## config.mk

```make
export PLATFORM = sky130hd
export DESIGN_NAME = fetch_unit
export DESIGN_NICKNAME = d
export VERILOG_FILES = /design/src/rtl/fetch_unit_pkg.sv /design/src/rtl/fetch_target.sv /design/src/rtl/fetch_unit.sv
export SDC_FILE = /design/constraint.sdc
export NUM_CORES = 1
export LEC_CHECK = 0
export CAP_MARGIN = 10
export CORE_UTILIZATION = 42
export CTS_BUF_LIST = sky130_fd_sc_hd__clkbuf_8
export CTS_CLUSTER_DIAMETER = 40
export CTS_CLUSTER_SIZE = 28
export DETAILED_ROUTE_END_ITERATION = 8
export GPL_TIMING_DRIVEN = 0
export PLACE_DENSITY = 0.65
export SYNTH_ARGS = -nofsm -noshare
export SYNTH_HDL_FRONTEND = slang
export SYNTH_HIERARCHICAL = 1
export SYNTH_SLANG_ARGS = --single-unit
```

## constraint.sdc

```tcl
create_clock -name clk -period 3.5 [get_ports clk]
set_clock_uncertainty 0.15 [all_clocks]
set_input_delay 0.525 -clock clk [delete_from_list [all_inputs] [get_ports clk]]
set_output_delay 0.525 -clock clk [all_outputs]
set_load 0.03 [all_outputs]
```

## src/rtl/fetch_unit_pkg.sv

```systemverilog
// Shared constants and types for the instruction fetch stage and its users.
package fetch_unit_pkg;

    localparam int          FU_WORD_SIZE = 16;
    localparam logic [15:0] FU_RESET_PC  = 16'h0000;

    localparam logic [1:0] PC_NEXT = 2'b00;
    localparam logic [1:0] PC_BR   = 2'b01;
    localparam logic [1:0] PC_JMP  = 2'b10;
    localparam logic [1:0] PC_JR   = 2'b11;

    typedef enum logic [1:0] {
        ST_IDLE = 2'b00,
        ST_REQ  = 2'b01,
        ST_FULL = 2'b10,
        ST_HALT = 2'b11
    } fetch_state_e;

endpackage

```

## src/rtl/fetch_target.sv

```systemverilog
// Next-PC target calculation for redirects; purely combinational so ID can reuse it.
module fetch_target
    import fetch_unit_pkg::*;
#(
    parameter int WORD_SIZE = FU_WORD_SIZE
) (
    input  logic [1:0]           sig_pc_i,
    input  logic [11:0]          inst_i,
    input  logic [WORD_SIZE-1:0] inst_pc_i,
    input  logic [WORD_SIZE-1:0] rs_data_i,
    output logic [WORD_SIZE-1:0] target_o
);

    logic [WORD_SIZE-1:0] br_offset_s;

    // Target select; all sums wrap modulo 2^WORD_SIZE.
    always_comb begin
        br_offset_s = {{(WORD_SIZE-8){inst_i[7]}}, inst_i[7:0]};
        case (sig_pc_i)
            PC_BR:   target_o = inst_pc_i + WORD_SIZE'(1) + br_offset_s;
            PC_JMP:  target_o = {inst_pc_i[WORD_SIZE-1:12], inst_i[11:0]};
            PC_JR:   target_o = rs_data_i;
            PC_NEXT: target_o = inst_pc_i + WORD_SIZE'(1);
            default: target_o = inst_pc_i + WORD_SIZE'(1);
        endcase
    end

endmodule

```

## src/rtl/fetch_unit.sv

```systemverilog
// Instruction fetch stage: owns the PC, drives the imem handshake and keeps a
// one-entry skid buffer so a response landing during a stall is not lost.
module fetch_unit
    import fetch_unit_pkg::*;
#(
    parameter int                   WORD_SIZE = FU_WORD_SIZE,
    parameter logic [WORD_SIZE-1:0] RESET_PC  = FU_RESET_PC
) (
    input  logic                 clk,
    input  logic                 reset,
    input  logic                 stall,
    input  logic [1:0]           sigPC,
    input  logic                 sigH,
    input  logic [WORD_SIZE-1:0] rs_data,
    output logic                 i_readM,
    output logic [WORD_SIZE-1:0] i_address,
    input  logic [WORD_SIZE-1:0] i_data,
    input  logic                 i_inputReady,
    output logic [WORD_SIZE-1:0] inst,
    output logic [WORD_SIZE-1:0] inst_pc,
    output logic                 inst_valid
);

    fetch_state_e         state_q, state_d;
    logic [WORD_SIZE-1:0] fetch_pc_q, fetch_pc_d;
    logic [WORD_SIZE-1:0] buf_inst_q, buf_inst_d;
    logic [WORD_SIZE-1:0] buf_pc_q, buf_pc_d;
    logic [WORD_SIZE-1:0] inst_q, inst_d;
    logic [WORD_SIZE-1:0] inst_pc_q, inst_pc_d;
    logic                 inst_valid_q, inst_valid_d;
    logic [WORD_SIZE-1:0] target_s;
    logic                 redirect_s;

    fetch_target #(.WORD_SIZE(WORD_SIZE)) u_target (
        .sig_pc_i  (sigPC),
        .inst_i    (inst_q[11:0]),
        .inst_pc_i (inst_pc_q),
        .rs_data_i (rs_data),
        .target_o  (target_s)
    );

    assign redirect_s = (sigPC != PC_NEXT) && !stall;

    // State and datapath registers with synchronous reset.
    always_ff @(posedge clk) begin
        if (reset) begin
            state_q      <= ST_IDLE;
            fetch_pc_q   <= RESET_PC;
            buf_inst_q   <= '0;
            buf_pc_q     <= '0;
            inst_q       <= '0;
            inst_pc_q    <= '0;
            inst_valid_q <= 1'b0;
        end else begin
            state_q      <= state_d;
            fetch_pc_q   <= fetch_pc_d;
            buf_inst_q   <= buf_inst_d;
            buf_pc_q     <= buf_pc_d;
            inst_q       <= inst_d;
            inst_pc_q    <= inst_pc_d;
            inst_valid_q <= inst_valid_d;
        end
    end

    // Next-state: halt beats redirect beats stall; redirect drops any same-edge response.
    always_comb begin
        state_d      = state_q;
        fetch_pc_d   = fetch_pc_q;
        buf_inst_d   = buf_inst_q;
        buf_pc_d     = buf_pc_q;
        inst_d       = inst_q;
        inst_pc_d    = inst_pc_q;
        inst_valid_d = inst_valid_q;
        case (state_q)
            ST_IDLE: state_d = ST_REQ;
            ST_REQ, ST_FULL: begin
                if (sigH && !stall) begin
                    state_d      = ST_HALT;
                    inst_d       = '0;
                    inst_valid_d = 1'b0;
                end else if (redirect_s) begin
                    state_d      = ST_REQ;
                    fetch_pc_d   = target_s;
                    buf_inst_d   = '0;
                    inst_d       = '0;
                    inst_valid_d = 1'b0;
                end else if (state_q == ST_REQ) begin
                    if (i_inputReady && !stall) begin
                        inst_d       = i_data;
                        inst_pc_d    = fetch_pc_q;
                        inst_valid_d = 1'b1;
                        fetch_pc_d   = fetch_pc_q + WORD_SIZE'(1);
                    end else if (i_inputReady) begin
                        buf_inst_d = i_data;
                        buf_pc_d   = fetch_pc_q;
                        fetch_pc_d = fetch_pc_q + WORD_SIZE'(1);
                        state_d    = ST_FULL;
                    end else if (!stall) begin
                        inst_d       = '0;
                        inst_valid_d = 1'b0;
                    end else begin
                        state_d = ST_REQ;
                    end
                end else begin
                    if (!stall) begin
                        inst_d       = buf_inst_q;
                        inst_pc_d    = buf_pc_q;
                        inst_valid_d = 1'b1;
                        state_d      = ST_REQ;
                    end else begin
                        state_d = ST_FULL;
                    end
                end
            end
            ST_HALT: state_d = ST_HALT;
            default: state_d = ST_IDLE;
        endcase
    end

    assign i_readM    = (state_q == ST_REQ);
    assign i_address  = fetch_pc_q;
    assign inst       = inst_q;
    assign inst_pc    = inst_pc_q;
    assign inst_valid = inst_valid_q;

endmodule
```

# Word level (Yosys, flattened, before mapping)
# Index checks and enable logic that the tools add are counted.
[classes]
add_sub_neg = 3
n_mul = 0
bitwise = 3
eq_ne = 14
n_reduce_logical = 17
mux = 34
n_lt_le_gt_ge = 0
div_mod_pow = 0
shifts = 0
[ops]
columns = ["cell", "count"]
rows = [
  ["16-bit 2-to-1 mux", 18],
  ["16-bit one-hot mux with 4 select lines", 1],
  ["16-bit by 1-bit adder with 16-bit output (second input constant)", 2],
  ["16-bit adder", 1],
  ["2-bit 2-to-1 mux", 7],
  ["5-bit AND reduction", 2],
  ["2-bit equality test (second input constant)", 4],
  ["4-bit AND reduction", 2],
  ["1-bit 2-to-1 mux", 7],
  ["6-bit inequality test (second input constant)", 1],
  ["2-bit one-hot mux with 3 select lines", 1],
  ["6-bit AND reduction", 1],
  ["2-bit nonzero test", 3],
  ["5-bit by 1-bit inequality test with 1-bit output (second input constant)", 1],
  ["5-bit by 2-bit inequality test with 1-bit output (second input constant)", 1],
  ["5-bit inequality test (second input constant)", 1],
  ["2-bit by 1-bit equality test with 1-bit output (second input constant)", 2],
  ["2-bit logical NOT", 2],
  ["2-bit by 1-bit inequality test with 1-bit output (second input constant)", 2],
  ["4-bit by 1-bit inequality test with 1-bit output (second input constant)", 1],
  ["1-bit logical AND", 3],
  ["1-bit NOT", 3],
  ["3-bit nonzero test", 1],
  ["2-bit inequality test (second input constant)", 1],
  ["other kinds (3)", 3],
]
[totals]
romBits = 0
elab_cells = 78
regBits = 83
mem_count = 0
latchBits = 0
output_inout_bits = 50
mem_bits_rw = 0

# Longest topological paths before layout
[depth]
ltp_word = 7
depth_mapped = 15
depth_no_buf = 15

# By module
# Netlist, hierarchy kept.
[modules_own_cells]
columns = ["module", "cells_per_inst", "area_each_um2", "instances", "seq_area_each_um2"]
rows = [
  ["fetch_unit", 508, 4065.1, 1, 1661.6],
  ["fetch_target", 181, 1480.2, 1, 0.0],
]

# Worst setup path before layout
# No wires, ideal clock.
[synth_timing]
path_kind = "reg-to-reg"
from = "register inst_pc_q[2] (netlist: inst_pc[2])"
to = "register fetch_pc_q[11] (netlist: i_address[11])"
required_time_ps = 3217
period_less_slack_ps = 3281
setup_slack_ps = 219
n_path_buf = 0
path_stages_with_launch = 12
arrival_ps = 2998
path_cell_list = "dfxtp_1 nand3_1 nor2_1 nand3_1 xnor2_1 ha_1 nand2_1 o31a_4 xnor2_1 mux4_2 a32oi_1 a31oi_1"
[synth_via]
elab_chain_len = 4
[synth_rtl]
columns = ["item", "line", "source"]
rows = [
  ["start, declared", "fetch_unit.sv:29", "logic [WORD_SIZE-1:0] inst_pc_q, inst_pc_d;"],
  ["start signal, assigned", "fetch_unit.sv:60", "inst_pc_q <= inst_pc_d;"],
  ["16-bit by 1-bit adder with 16-bit output (*)", "fetch_target.sv:20, fetch_target.sv:23", ""],
  ["16-bit adder", "fetch_target.sv:20", "PC_BR: target_o = inst_pc_i + WORD_SIZE'(1) + br_offset_s;"],
  ["16-bit one-hot mux with 4 select lines (*)", "fetch_target.sv:19", "case (sig_pc_i)"],
  ["named net target_s[11]", "fetch_unit.sv:31", "logic [WORD_SIZE-1:0] target_s;"],
  ["16-bit 2-to-1 mux (*)", "fetch_unit.sv:81", "end else if (redirect_s) begin"],
  ["end signal, assigned", "fetch_unit.sv:56", "fetch_pc_q <= fetch_pc_d;"],
  ["end, declared", "fetch_unit.sv:25", "logic [WORD_SIZE-1:0] fetch_pc_q, fetch_pc_d;"],
]
# The timed path passes the listed nets; every way through them passes the cells marked *.
# A chain may end at the register's enable or synchronous reset.

# Worst setup path after layout
[layout_timing]
from = "register inst_pc_q[4] (netlist: inst_pc[4])"
to = "register fetch_pc_q[11] (netlist: i_address[11])"
# The elaborated chain is that of the path after synthesis.

==> metrics.cfg <==
[run]
maxCapViolations=0

[detailed_routing]
routedWlPerCell_um=18.9
firstDrtPassIters=5
via_per_inst=6.00
via_count=5812
drcViolationCount=0
drt_iter0_drc=510
routed_wl_um=18300
final_antenna_net_count=0

[synthesis]
synth_area_per_cell_um2=8.05
syn_area_um2=5550
ys.flop_type=dfxtp_1
yosysUniqueCellTypes=66
async_reset_ff_frac=0
synth_edf_count=0
yosysSeqAreaShare=0.300
synth_seq_cells=83
syn_nets=751
netlist_instances=689
yosys_warnings=6

[die]
die_w_um=117
die-area_um2=13700
dieHeight_um=117
coreArea_um2=12700
rows=41
io_pins=89
start_util=0.436

[layout]
fin_util=0.554
finalNetCount=853
multi_input_area_um2=3790
fin_cells=968
drive_above_1_share=0.109
antennaDiodeCount=0
area_growth_syn_to_layout_pct=27.1
fillers=1261
fin_area_um2=7050
regArea_um2=1680

[global_route]
grt_pass1_vias=5289
antenna_found_initial=1
grt_overflow=0
grt_max_degree=17
grt_pass1_wl_um=28200
track_usage=0.273

[placement]
port_buffers=87
hpwl_um=13900
gp_congestion=0.949
dp_cells=948
place_area_um2=6630

[critical_path]
path_cells=nand4_1, nor2_4, and4_4, xor2_4, ha_4, a21oi_2, o21a_1, o31a_4, xnor2_1, mux4_2, a32oi_1, a31oi_1
crit_family=compound AO/OA/AOI/OAI gates
cp_data_arrival_time_ns=3.50
critPathBufInv=0
critPathCaptureType=register
cp.required_ns=3.59
crit_fanout=6
crit_type=reg -> reg
cpMaxStageDelayCell=mux4_2
cp_slowest_stage_delay_ns=0.55
cp-start-kind=register

[clock_network]
cts_buffers=9
path_clk_slew_ns=0.09
cts_tree=done
cts.htree.levels=3
clockBufferDepth=2
clockRootBuffer=clkbuf_8
cts_hold_buf=0
clock-sinks=83
clock_latency_ns=0.37

[timing]
tightest_slew_ns=0.822
rsz0062_at_grt=yes
slew_headroom=0.449
setup_viol=0
hold_viol_final=0
fmax_mhz=293
hold_ws_ns=0.306
fin_crit_sh=0.974
fin_crit_ns=3.41
slew_viol_final=0

[power]
power.total_mw=2.12
peakVddDrop_v=0.000200
powerDensity_nw_per_um2=301
leakage_nw=2.45

[status]
status=complete, no violations

[min_path]
hp-class=reg -> reg

==> layer usage <==
| layer | wire length, µm | global-route usage | vias up |
|---|---|---|---|
| li1 | - | - | 2760 |
| met1 | 8660 | 0.386 | 2811 |
| met2 | 8400 | 0.433 | 217 |
| met3 | 997 | 0.0422 | 24 |
| met4 | 257 | 0.0743 | 0 |
| met5 | 0 | 0 | - |
==> logic make-up after synthesis <==
group | count (synthesis) | synth area share
and+or+nand+nor | 248 | 0.236
AOI/OAI and AO/OA | 213 | 0.241
DFF | 83 | 0.300
buffers and inverters | 64 | 0.0490
muxes | 30 | 0.0767
xor gates and xnor gates | 28 | 0.0442
adders and majority gates | 23 | 0.0532
==> what timing repair did <==
| item | in CTS | in global routing |
|---|---|---|
| pin swaps | 3 | 12 |
| setup endpoints to repair | 4 | 6 |
| buffers inserted | 1 | 3 |
| resized for setup | 14 | 30 |
==> worst paths after layout <==
check	startpoint	end	slack [ns]	cells past startpoint
worst max-delay path	inst_pc[4]	i_address[11]	0.09	12
worst max register to register	inst_pc[4]	i_address[11]	0.09	12
worst min-delay path	buf_pc_q[13]	buf_pc_q[13]	0.31	2
worst min register to register	buf_pc_q[13]	buf_pc_q[13]	0.31	2
==> through the flow <==
stage | TNS (ns) | setup WS (ns)
floorplan | 0 | 0.219
global placement | -0.503 | -0.260
detailed placement | -0.514 | -0.265
CTS | 0 | 0.00386
global route | -0.0198 | -0.0189
finish | 0 | 0.0901
==> state kept, by name, summed over array words and instances (netlist names) <==
register,count
buf_inst_q,16
inst_pc,16
state_q,2
buf_pc_q,16
i_address,16
inst_valid,1
inst,16
==> cells in the final DEF (no fill, tap or decap), types with 9 or more instances in the layout <==
cell / count
a211oi_1: 17
a21oi_1: 68
and3_1: 21
buf_2: 9
clkbuf_1: 37
clkbuf_8: 12
clkdlybuf4s50_1: 87
dfxtp_1: 76
ha_1: 16
inv_1: 11
mux2i_1: 20
mux4_2: 10
nand2_1: 69
nand3_1: 20
nand4_1: 22
nor2_1: 36
nor3b_1: 17
nor4_1: 12
o21ai_0: 23
o21ai_1: 43
xnor2_1: 14
xor2_1: 9
==> synth_stat cells (all sizes together) (3+ instances only) <==
cell	number	area (µm²)
a211oi	19	160
a21o	7	53.8
a21oi	70	350
a221oi	3	32.5
a22oi	3	22.5
a31oi	7	43.8
a32oi	3	26.3
and2	9	56.3
and3	21	131
and4	7	62.6
buf	13	60.1
clkbuf	39	166
dfxtp	83	1660
ha	22	275
inv	12	45.0
mux2i	20	200
mux4	10	225
nand2	71	267
nand2b	3	18.8
nand3	21	105
nand4	23	159
nor2	41	154
nor2b	4	25.0
nor3	7	35.0
nor3b	18	135
nor4	13	81.3
o2111a	3	33.8
o211ai	8	65.1
o21a	3	22.5
o21ai	67	335
o21bai	4	41.3
o2bb2ai	3	26.3
or4	4	30.0
xnor2	16	140
xor2	12	105
==> where the power goes <==
part           total (mW)  internal [mW]  switching [mW]
Combinational       0.436          0.161           0.275
Clock               0.701          0.345           0.357
Sequential          0.983          0.959          0.0241
==> tightest hold or removal path: stages, from the launching register on <==
cell	delay (ns)
dfxtp_1	0.31
nand2_1	0.05
a21oi_1	0.05
==> area by class of cell <==
class / instances / share of cell area
sequential: 83 / 0.238
multi-input combinational: 542 / 0.537
inverter: 12 / 0.00639
tap: 172 / 0.0305
buffer: 52 / 0.0321
clock buffer: 10 / 0.0195
timing repair buffer: 91 / 0.128
clock inverter: 6 / 0.00799
(Power assumes the default switching activity.)
